### src/rtl/alu_pkg.sv
// -----------------------------------------------------------------------------
// alu_pkg
// Shared definitions for the multi-cycle ALU (alu_mc) and its iterative
// multiplier (alu_mul_iter).
//   - opcode constants for the nine legal operations
//   - FSM state constants for the ALU controller
//   - packed status-flag struct carried alongside each result
// -----------------------------------------------------------------------------
package alu_pkg;

   // Opcodes. Any value not listed here is reported as an illegal operation.
   localparam logic [7:0] OP_ADD = 8'h01;
   localparam logic [7:0] OP_SUB = 8'h02;
   localparam logic [7:0] OP_MUL = 8'h03;
   localparam logic [7:0] OP_AND = 8'h04;
   localparam logic [7:0] OP_OR  = 8'h05;
   localparam logic [7:0] OP_XOR = 8'h06;
   localparam logic [7:0] OP_SLL = 8'h07;
   localparam logic [7:0] OP_SRL = 8'h08;
   localparam logic [7:0] OP_SRA = 8'h09;

   // Controller states. Plain constants keep the encoding visible to older
   // tools and to anyone probing the state register in a waveform.
   typedef logic [1:0] alu_state_t;
   localparam alu_state_t ST_IDLE = 2'd0;
   localparam alu_state_t ST_MUL  = 2'd1;
   localparam alu_state_t ST_DONE = 2'd2;

   // Status flags that travel with every result.
   typedef struct packed {
      logic z;
      logic c;
      logic err;
   } alu_flags_t;

endpackage

### src/rtl/alu_mul_iter.sv
// -----------------------------------------------------------------------------
// alu_mul_iter
// Iterative unsigned multiplier producing the low WIDTH bits of a*b. The
// operands are split into LIMB-wide limbs and one partial product
// a_limb[i]*b_limb[j] << (LIMB*(i+j)) is accumulated per cycle, visiting the
// K = (WIDTH/LIMB)^2 limb pairs i-major, j-minor.
//
// Ports:
//   clk      in   clock
//   rst      in   synchronous active-high reset (also used for flush)
//   start    in   one-cycle pulse: latch a/b, clear accumulator and counter
//   a, b     in   WIDTH-bit operands, sampled on start
//   done     out  high during the cycle in which the K-th accumulate happens
//   product  out  accumulator plus the current partial product; this is the
//                 final result whenever done is high
// -----------------------------------------------------------------------------
module alu_mul_iter #(
   parameter int WIDTH = 32,
   parameter int LIMB  = 16
) (
   input  logic             clk,
   input  logic             rst,
   input  logic             start,
   input  logic [WIDTH-1:0] a,
   input  logic [WIDTH-1:0] b,
   output logic             done,
   output logic [WIDTH-1:0] product
);

   localparam int N     = WIDTH / LIMB;
   localparam int K     = N * N;
   localparam int CNT_W = (K > 1) ? $clog2(K) : 1;
   localparam logic [CNT_W-1:0] LAST = CNT_W'(K - 1);

   logic [WIDTH-1:0]          a_q;
   logic [WIDTH-1:0]          b_q;
   logic [WIDTH-1:0]          acc;
   logic [CNT_W-1:0]          cnt;
   logic                      busy;
   int                        idx;
   int                        idx_i;
   int                        idx_j;
   logic [LIMB-1:0]           a_limb;
   logic [LIMB-1:0]           b_limb;
   logic [2*LIMB-1:0]         pp;
   logic [WIDTH+2*LIMB-1:0]   pp_wide;
   logic [WIDTH-1:0]          partial;

   // Select the limb pair addressed by the counter and form its partial
   // product. The product is widened before shifting so that nothing is lost
   // before the final truncation to WIDTH bits.
   always_comb begin
      idx     = int'(cnt);
      idx_i   = idx / N;
      idx_j   = idx % N;
      a_limb  = a_q[idx_i*LIMB +: LIMB];
      b_limb  = b_q[idx_j*LIMB +: LIMB];
      pp      = {{LIMB{1'b0}}, a_limb} * {{LIMB{1'b0}}, b_limb};
      pp_wide = {{WIDTH{1'b0}}, pp} << (LIMB * (idx_i + idx_j));
      partial = pp_wide[WIDTH-1:0];
   end

   assign product = acc + partial;
   assign done    = busy && (cnt == LAST);

   // Operand capture and accumulation. A start restarts the sequence even if
   // one were somehow still running; the controller never does that.
   always_ff @(posedge clk) begin
      if (rst) begin
         a_q  <= '0;
         b_q  <= '0;
         acc  <= '0;
         cnt  <= '0;
         busy <= 1'b0;
      end else if (start) begin
         a_q  <= a;
         b_q  <= b;
         acc  <= '0;
         cnt  <= '0;
         busy <= 1'b1;
      end else if (busy) begin
         acc <= product;
         cnt <= cnt + 1'b1;
         if (cnt == LAST) begin
            busy <= 1'b0;
         end
      end
   end

endmodule

### src/rtl/alu_mc.sv
// -----------------------------------------------------------------------------
// alu_mc
// Parametrised multi-cycle integer ALU with valid/ready handshakes on both
// sides. Single-cycle ops (ADD/SUB/logic/shifts) return one cycle after
// acceptance; MUL runs on alu_mul_iter and returns K+1 cycles after
// acceptance. One operation is in flight at a time; a result is held stable
// until the consumer takes it.
//
// Ports:
//   clk, rst      clock, synchronous active-high reset
//   clr           synchronous flush, same effect as rst
//   in_valid      request valid
//   in_ready      request accepted when in_valid && in_ready
//   op            8-bit opcode
//   key_in        tag returned with the result of this request
//   in_a, in_b    operands
//   out_valid     result valid
//   out_ready     consumer ready
//   out           result
//   key_out       tag of the request that produced out
//   flag_z        out == 0
//   flag_c        carry (ADD) / no-borrow (SUB), otherwise 0
//   flag_err      illegal opcode
// -----------------------------------------------------------------------------
module alu_mc
   import alu_pkg::*;
#(
   parameter int WIDTH  = 32,
   parameter int LIMB   = 16,
   parameter int KEY_W  = 8,
   parameter int MUL_EN = 1
) (
   input  logic             clk,
   input  logic             rst,
   input  logic             clr,
   input  logic             in_valid,
   output logic             in_ready,
   input  logic [7:0]       op,
   input  logic [KEY_W-1:0] key_in,
   input  logic [WIDTH-1:0] in_a,
   input  logic [WIDTH-1:0] in_b,
   output logic             out_valid,
   input  logic             out_ready,
   output logic [WIDTH-1:0] out,
   output logic [KEY_W-1:0] key_out,
   output logic             flag_z,
   output logic             flag_c,
   output logic             flag_err
);

   if (WIDTH % LIMB != 0) begin : g_width_check
      $fatal(1, "alu_mc: WIDTH (%0d) must be a multiple of LIMB (%0d)", WIDTH, LIMB);
   end

   localparam int SHW = $clog2(WIDTH);

   alu_state_t       state;
   alu_flags_t       flags_q;
   logic [KEY_W-1:0] mul_key;
   logic             flush;
   logic             accept;
   logic             mul_start;
   logic             mul_done;
   logic [WIDTH-1:0] mul_product;

   logic [WIDTH:0]   sum_add;
   logic [WIDTH:0]   sum_sub;
   logic [SHW-1:0]   sh;
   logic [WIDTH-1:0] res;
   logic             res_c;
   logic             res_err;
   logic             is_mul;

   assign flush     = rst || clr;
   assign in_ready  = (state == ST_IDLE) || ((state == ST_DONE) && out_ready);
   assign out_valid = (state == ST_DONE);
   assign accept    = in_valid && in_ready;
   assign mul_start = accept && is_mul;

   assign flag_z   = flags_q.z;
   assign flag_c   = flags_q.c;
   assign flag_err = flags_q.err;

   // Single-cycle datapath and opcode decode. SUB is formed as a + ~b + 1 so
   // its carry out is the no-borrow indication. MUL only raises is_mul here;
   // when the multiplier is not built it falls through to the illegal path.
   always_comb begin
      sum_add = {1'b0, in_a} + {1'b0, in_b};
      sum_sub = {1'b0, in_a} + {1'b0, ~in_b} + {{WIDTH{1'b0}}, 1'b1};
      sh      = in_b[SHW-1:0];
      res     = '0;
      res_c   = 1'b0;
      res_err = 1'b0;
      is_mul  = 1'b0;
      case (op)
         OP_ADD: begin
            res   = sum_add[WIDTH-1:0];
            res_c = sum_add[WIDTH];
         end
         OP_SUB: begin
            res   = sum_sub[WIDTH-1:0];
            res_c = sum_sub[WIDTH];
         end
         OP_MUL: begin
            if (MUL_EN != 0) begin
               is_mul = 1'b1;
            end else begin
               res_err = 1'b1;
            end
         end
         OP_AND:  res = in_a & in_b;
         OP_OR:   res = in_a | in_b;
         OP_XOR:  res = in_a ^ in_b;
         OP_SLL:  res = in_a << sh;
         OP_SRL:  res = in_a >> sh;
         OP_SRA:  res = WIDTH'($signed(in_a) >>> sh);
         default: res_err = 1'b1;
      endcase
   end

   if (MUL_EN != 0) begin : g_mul
      alu_mul_iter #(
         .WIDTH (WIDTH),
         .LIMB  (LIMB)
      ) u_mul (
         .clk     (clk),
         .rst     (flush),
         .start   (mul_start),
         .a       (in_a),
         .b       (in_b),
         .done    (mul_done),
         .product (mul_product)
      );
   end else begin : g_no_mul
      assign mul_done    = 1'b0;
      assign mul_product = '0;
   end

   // Controller. IDLE and DONE share the accept path so a new request can be
   // taken in the same cycle the previous result is handed over. The MUL key
   // is parked in mul_key so key_out keeps describing the result on out
   // until the product is ready.
   always_ff @(posedge clk) begin
      if (flush) begin
         state   <= ST_IDLE;
         out     <= '0;
         key_out <= '0;
         flags_q <= '0;
         mul_key <= '0;
      end else begin
         case (state)
            ST_IDLE, ST_DONE: begin
               if (accept) begin
                  if (is_mul) begin
                     mul_key <= key_in;
                     state   <= ST_MUL;
                  end else begin
                     out         <= res;
                     key_out     <= key_in;
                     flags_q.z   <= (res == '0);
                     flags_q.c   <= res_c;
                     flags_q.err <= res_err;
                     state       <= ST_DONE;
                  end
               end else if ((state == ST_DONE) && out_ready) begin
                  state <= ST_IDLE;
               end
            end
            ST_MUL: begin
               if (mul_done) begin
                  out         <= mul_product;
                  key_out     <= mul_key;
                  flags_q.z   <= (mul_product == '0);
                  flags_q.c   <= 1'b0;
                  flags_q.err <= 1'b0;
                  state       <= ST_DONE;
               end
            end
            default: state <= ST_IDLE;
         endcase
      end
   end

endmodule
### config.mk
export PLATFORM = sky130hd
export DESIGN_NAME = alu_mc
export DESIGN_NICKNAME = d
export VERILOG_FILES = /design/src/rtl/alu_pkg.sv /design/src/rtl/alu_mul_iter.sv /design/src/rtl/alu_mc.sv
export SDC_FILE = /design/constraint.sdc
export NUM_CORES = 2
export LEC_CHECK = 0
export CORE_MARGIN = 2
export CORE_UTILIZATION = 58
export CTS_CLUSTER_DIAMETER = 60
export DETAILED_ROUTE_END_ITERATION = 16
export PLACE_DENSITY = 0.8
export SYNTH_ARGS = -nofsm -noshare
export SYNTH_HDL_FRONTEND = slang
export SYNTH_SLANG_ARGS = --single-unit
### constraint.sdc
create_clock -name clk -period 9.8 [get_ports clk]
set_input_delay 1.96 -clock clk [delete_from_list [all_inputs] [get_ports clk]]
set_output_delay 1.96 -clock clk [all_outputs]
set_load 0.03 [all_outputs]
==> run summary <==
Least-Margin Pin Slew: 1.59 ns
Status: finished, violations left
WL per Instance: 26.7 um
Most frequent cells in the layout: nand2_1, nor2_1, inv_1
Initial antenna violation count: 2
Worst slew margin: -0.0870
Final WL: 107000 um
Syn Area/Cell: 7.80 um^2
Initial Util: 0.584
Minimum clock period: 9.41 ns
Clock Sinks: 152
Mapped Area: 26300 um^2
Post-route ant nets: 0
Setup CP Type: flop to flop
Reg2Reg Depth: 37
DP Worst Slack: 0.276 ns
Cell variety after synth: 81
CP dominant cell by count: fa_1
Slew Limit Fails: 2
Worst-path maximum fanout: 34
Peak supply drop: 0.000125 V
Skew final: 0.0121 ns
Register area share after synthesis: 0.116
Total core area: 45100 um^2
Pin count of the biggest net entering global routing: 80
Final setup fails: 0
Clk buf depth: 2
PwrDens: 68.4 nW/um^2
Most common cell after layout, fill and taps aside: nand2_1
RePlAce Congestion: 1.11
Worst-path clk slew: 0.08 ns
Post-Place Cell Area: 28200 um^2
Fillers: 3971
Final period util: 0.960
Layout cells sized above 1: 0.0843
YS warnings: 0
Hold WC Path Type: flop to flop
Via count: 27344
H-tree levels: 4
Die Height: 217 um
Hold_ws: 0.457 ns
Total grt overflow: 0
Hold depth: 2
CP arrival: 9.77 ns
Comb power frac: 0.341
Final Non-Filler Cells: 3995
Worst Hold End: mul_key[4]
P_sw: 0.739 mW
Count of final hold-check violations: 0
Clock power share: 0.342
Port bufs: 129
Max Clock Freq: 0.106 GHz
Setup TNS: 0 ns
Final core utilization: 0.638
Area of the die: 47100 um^2
Root buffer cell: clkbuf_16
Worst skew pair latency: 0.48 ns
Synth async-reset ratio: 0
Gr usage total: 0.450
Net count reported at finish: 3894
Die W: 217 um
I/O pins: 130
Via/cell ratio: 6.84
Post-CTS Hold Buffers: 0
Row count: 78
R2R Path Start: g_mul.u_mul.cnt[1]
Drt first-iter violations: 3783
CTS tree: built
EDFF count, synth: 0
Post-route cell area: 28800 um^2
Hpwl dp: 83300 um
Sequential Power Share: 0.317
Placed insts: 3960
First-pass iteration count of the detailed router: 6
CP startpoint kind: flop
R2R setup slack: 0.39 ns
Mapped Cells: 3375
Power, Total: 1.97 mW
Area Growth Syn to Fin: 9.19%
Crit end category: flop
First-pass GRT wire length: 160000 um
Pleak: 12.3 nW
Vias in the first global route: 26414
Setup slack after layout: 0.388 ns
Synth Register Bits: 152
Ys flop type: dfxtp_1
Internal power: 1.23 mW
WP data required: 10.16 ns
DRC violations left: 0
R2r endpoint: flag_z
Max-Cap Viols: 1
Post-Syn Nets: 3890
Total CTS buffers: 17
Slowest-stage cell, CP: fa_1
CP max stage delay: 0.55 ns
Failing checks: capacitance limit, slew limit
Switching Share: 0.376
HP Start: mul_key[4]
[power by group through the flow]
stage	clock network (mW)	logic (mW)	registers (mW)
after floorplan	0	0.413	0.644
after global placement	0	0.627	0.638
after detailed placement	0	0.636	0.638
after CTS	0.672	0.638	0.624
after global routing	0.697	0.700	0.624
final	0.672	0.671	0.624
[critical path: cells and delay by family, from the launching register on]
| kind | cells | cell delay, ns |
|---|---|---|
| DFF | 1 | 0.37 |
| buffers and inverters | 7 | 0.70 |
| and+or+nand+nor | 6 | 0.94 |
| xor gates and xnor gates | 2 | 0.32 |
| muxes | 1 | 0.46 |
| adders and majority gates | 8 | 3.83 |
| AOI/OAI and AO/OA | 13 | 2.63 |
[area by class of cell]
| class | instances | area, um^2 | area share |
|---|---|---|---|
| Antenna cell | 4 | 10.0 | 0.000348 |
| Clock buffer | 18 | 439 | 0.0153 |
| Clock inverter | 13 | 135 | 0.00470 |
| Inverter | 338 | 1270 | 0.0441 |
| Multi-Input combinational cell | 2655 | 21200 | 0.737 |
| Sequential cell | 152 | 3050 | 0.106 |
| Tap cell | 600 | 751 | 0.0261 |
| Timing Repair Buffer | 215 | 1930 | 0.0670 |
[flip-flops by register name (all words and copies together), names as in the netlist]
signal	flops
flag_err	1
key_out	8
g_mul.u_mul.acc	32
g_mul.u_mul.busy	1
flag_c	1
mul_key	8
g_mul.u_mul.cnt	2
g_mul.u_mul.a_q	32
flag_z	1
out	32
g_mul.u_mul.b_q	32
state	2
[cells by family after synthesis]
| logic type | synth area share |
|---|---|
| AO/OA/AOI/OAI | 0.197 |
| multiplexers | 0.134 |
| AND/OR/NAND/NOR | 0.190 |
| XOR/XNOR | 0.0216 |
| flip-flops | 0.116 |
| buffers and inverters | 0.0818 |
| adder cells (fa/ha/maj) | 0.260 |
[timing repair]
action	in CTS	in global routing
setup endpoints to repair	0	3
setup buffers	0	0
gates resized for setup	0	4
[metal layers]
layer  global-route usage  wire length [um]
met1                0.589             41300
met2                0.659             44000
met3                0.158             15300
met4                0.221              6300
met5                    0                17
[worst max path at each step]
stage,from,end,slack (ns),cells past startpoint
global route,g_mul.u_mul.cnt[0],flag_z,-0.004,34
finish,g_mul.u_mul.cnt[1],flag_z,0.39,37
global placement,g_mul.u_mul.cnt[0],flag_z,0.39,34
CTS,g_mul.u_mul.cnt[0],flag_z,0.25,34
floorplan,g_mul.u_mul.cnt[1],flag_z,0.63,38
detailed placement,g_mul.u_mul.cnt[0],flag_z,0.28,34
[synth_stat cells (all sizes together) (50+ instances only)]
| cell | number | area, um^2 |
|---|---|---|
| nand2 | 449 | 1690 |
| nor2 | 360 | 1350 |
| inv | 337 | 1260 |
| a21oi | 243 | 1220 |
| ha | 233 | 2920 |
| fa | 197 | 3940 |
| clkbuf | 193 | 724 |
| dfxtp | 152 | 3040 |
| mux2i | 138 | 1380 |
| o21ai | 95 | 479 |
| mux4 | 70 | 1580 |
| mux2 | 50 | 563 |
(Power assumes the default switching activity.)
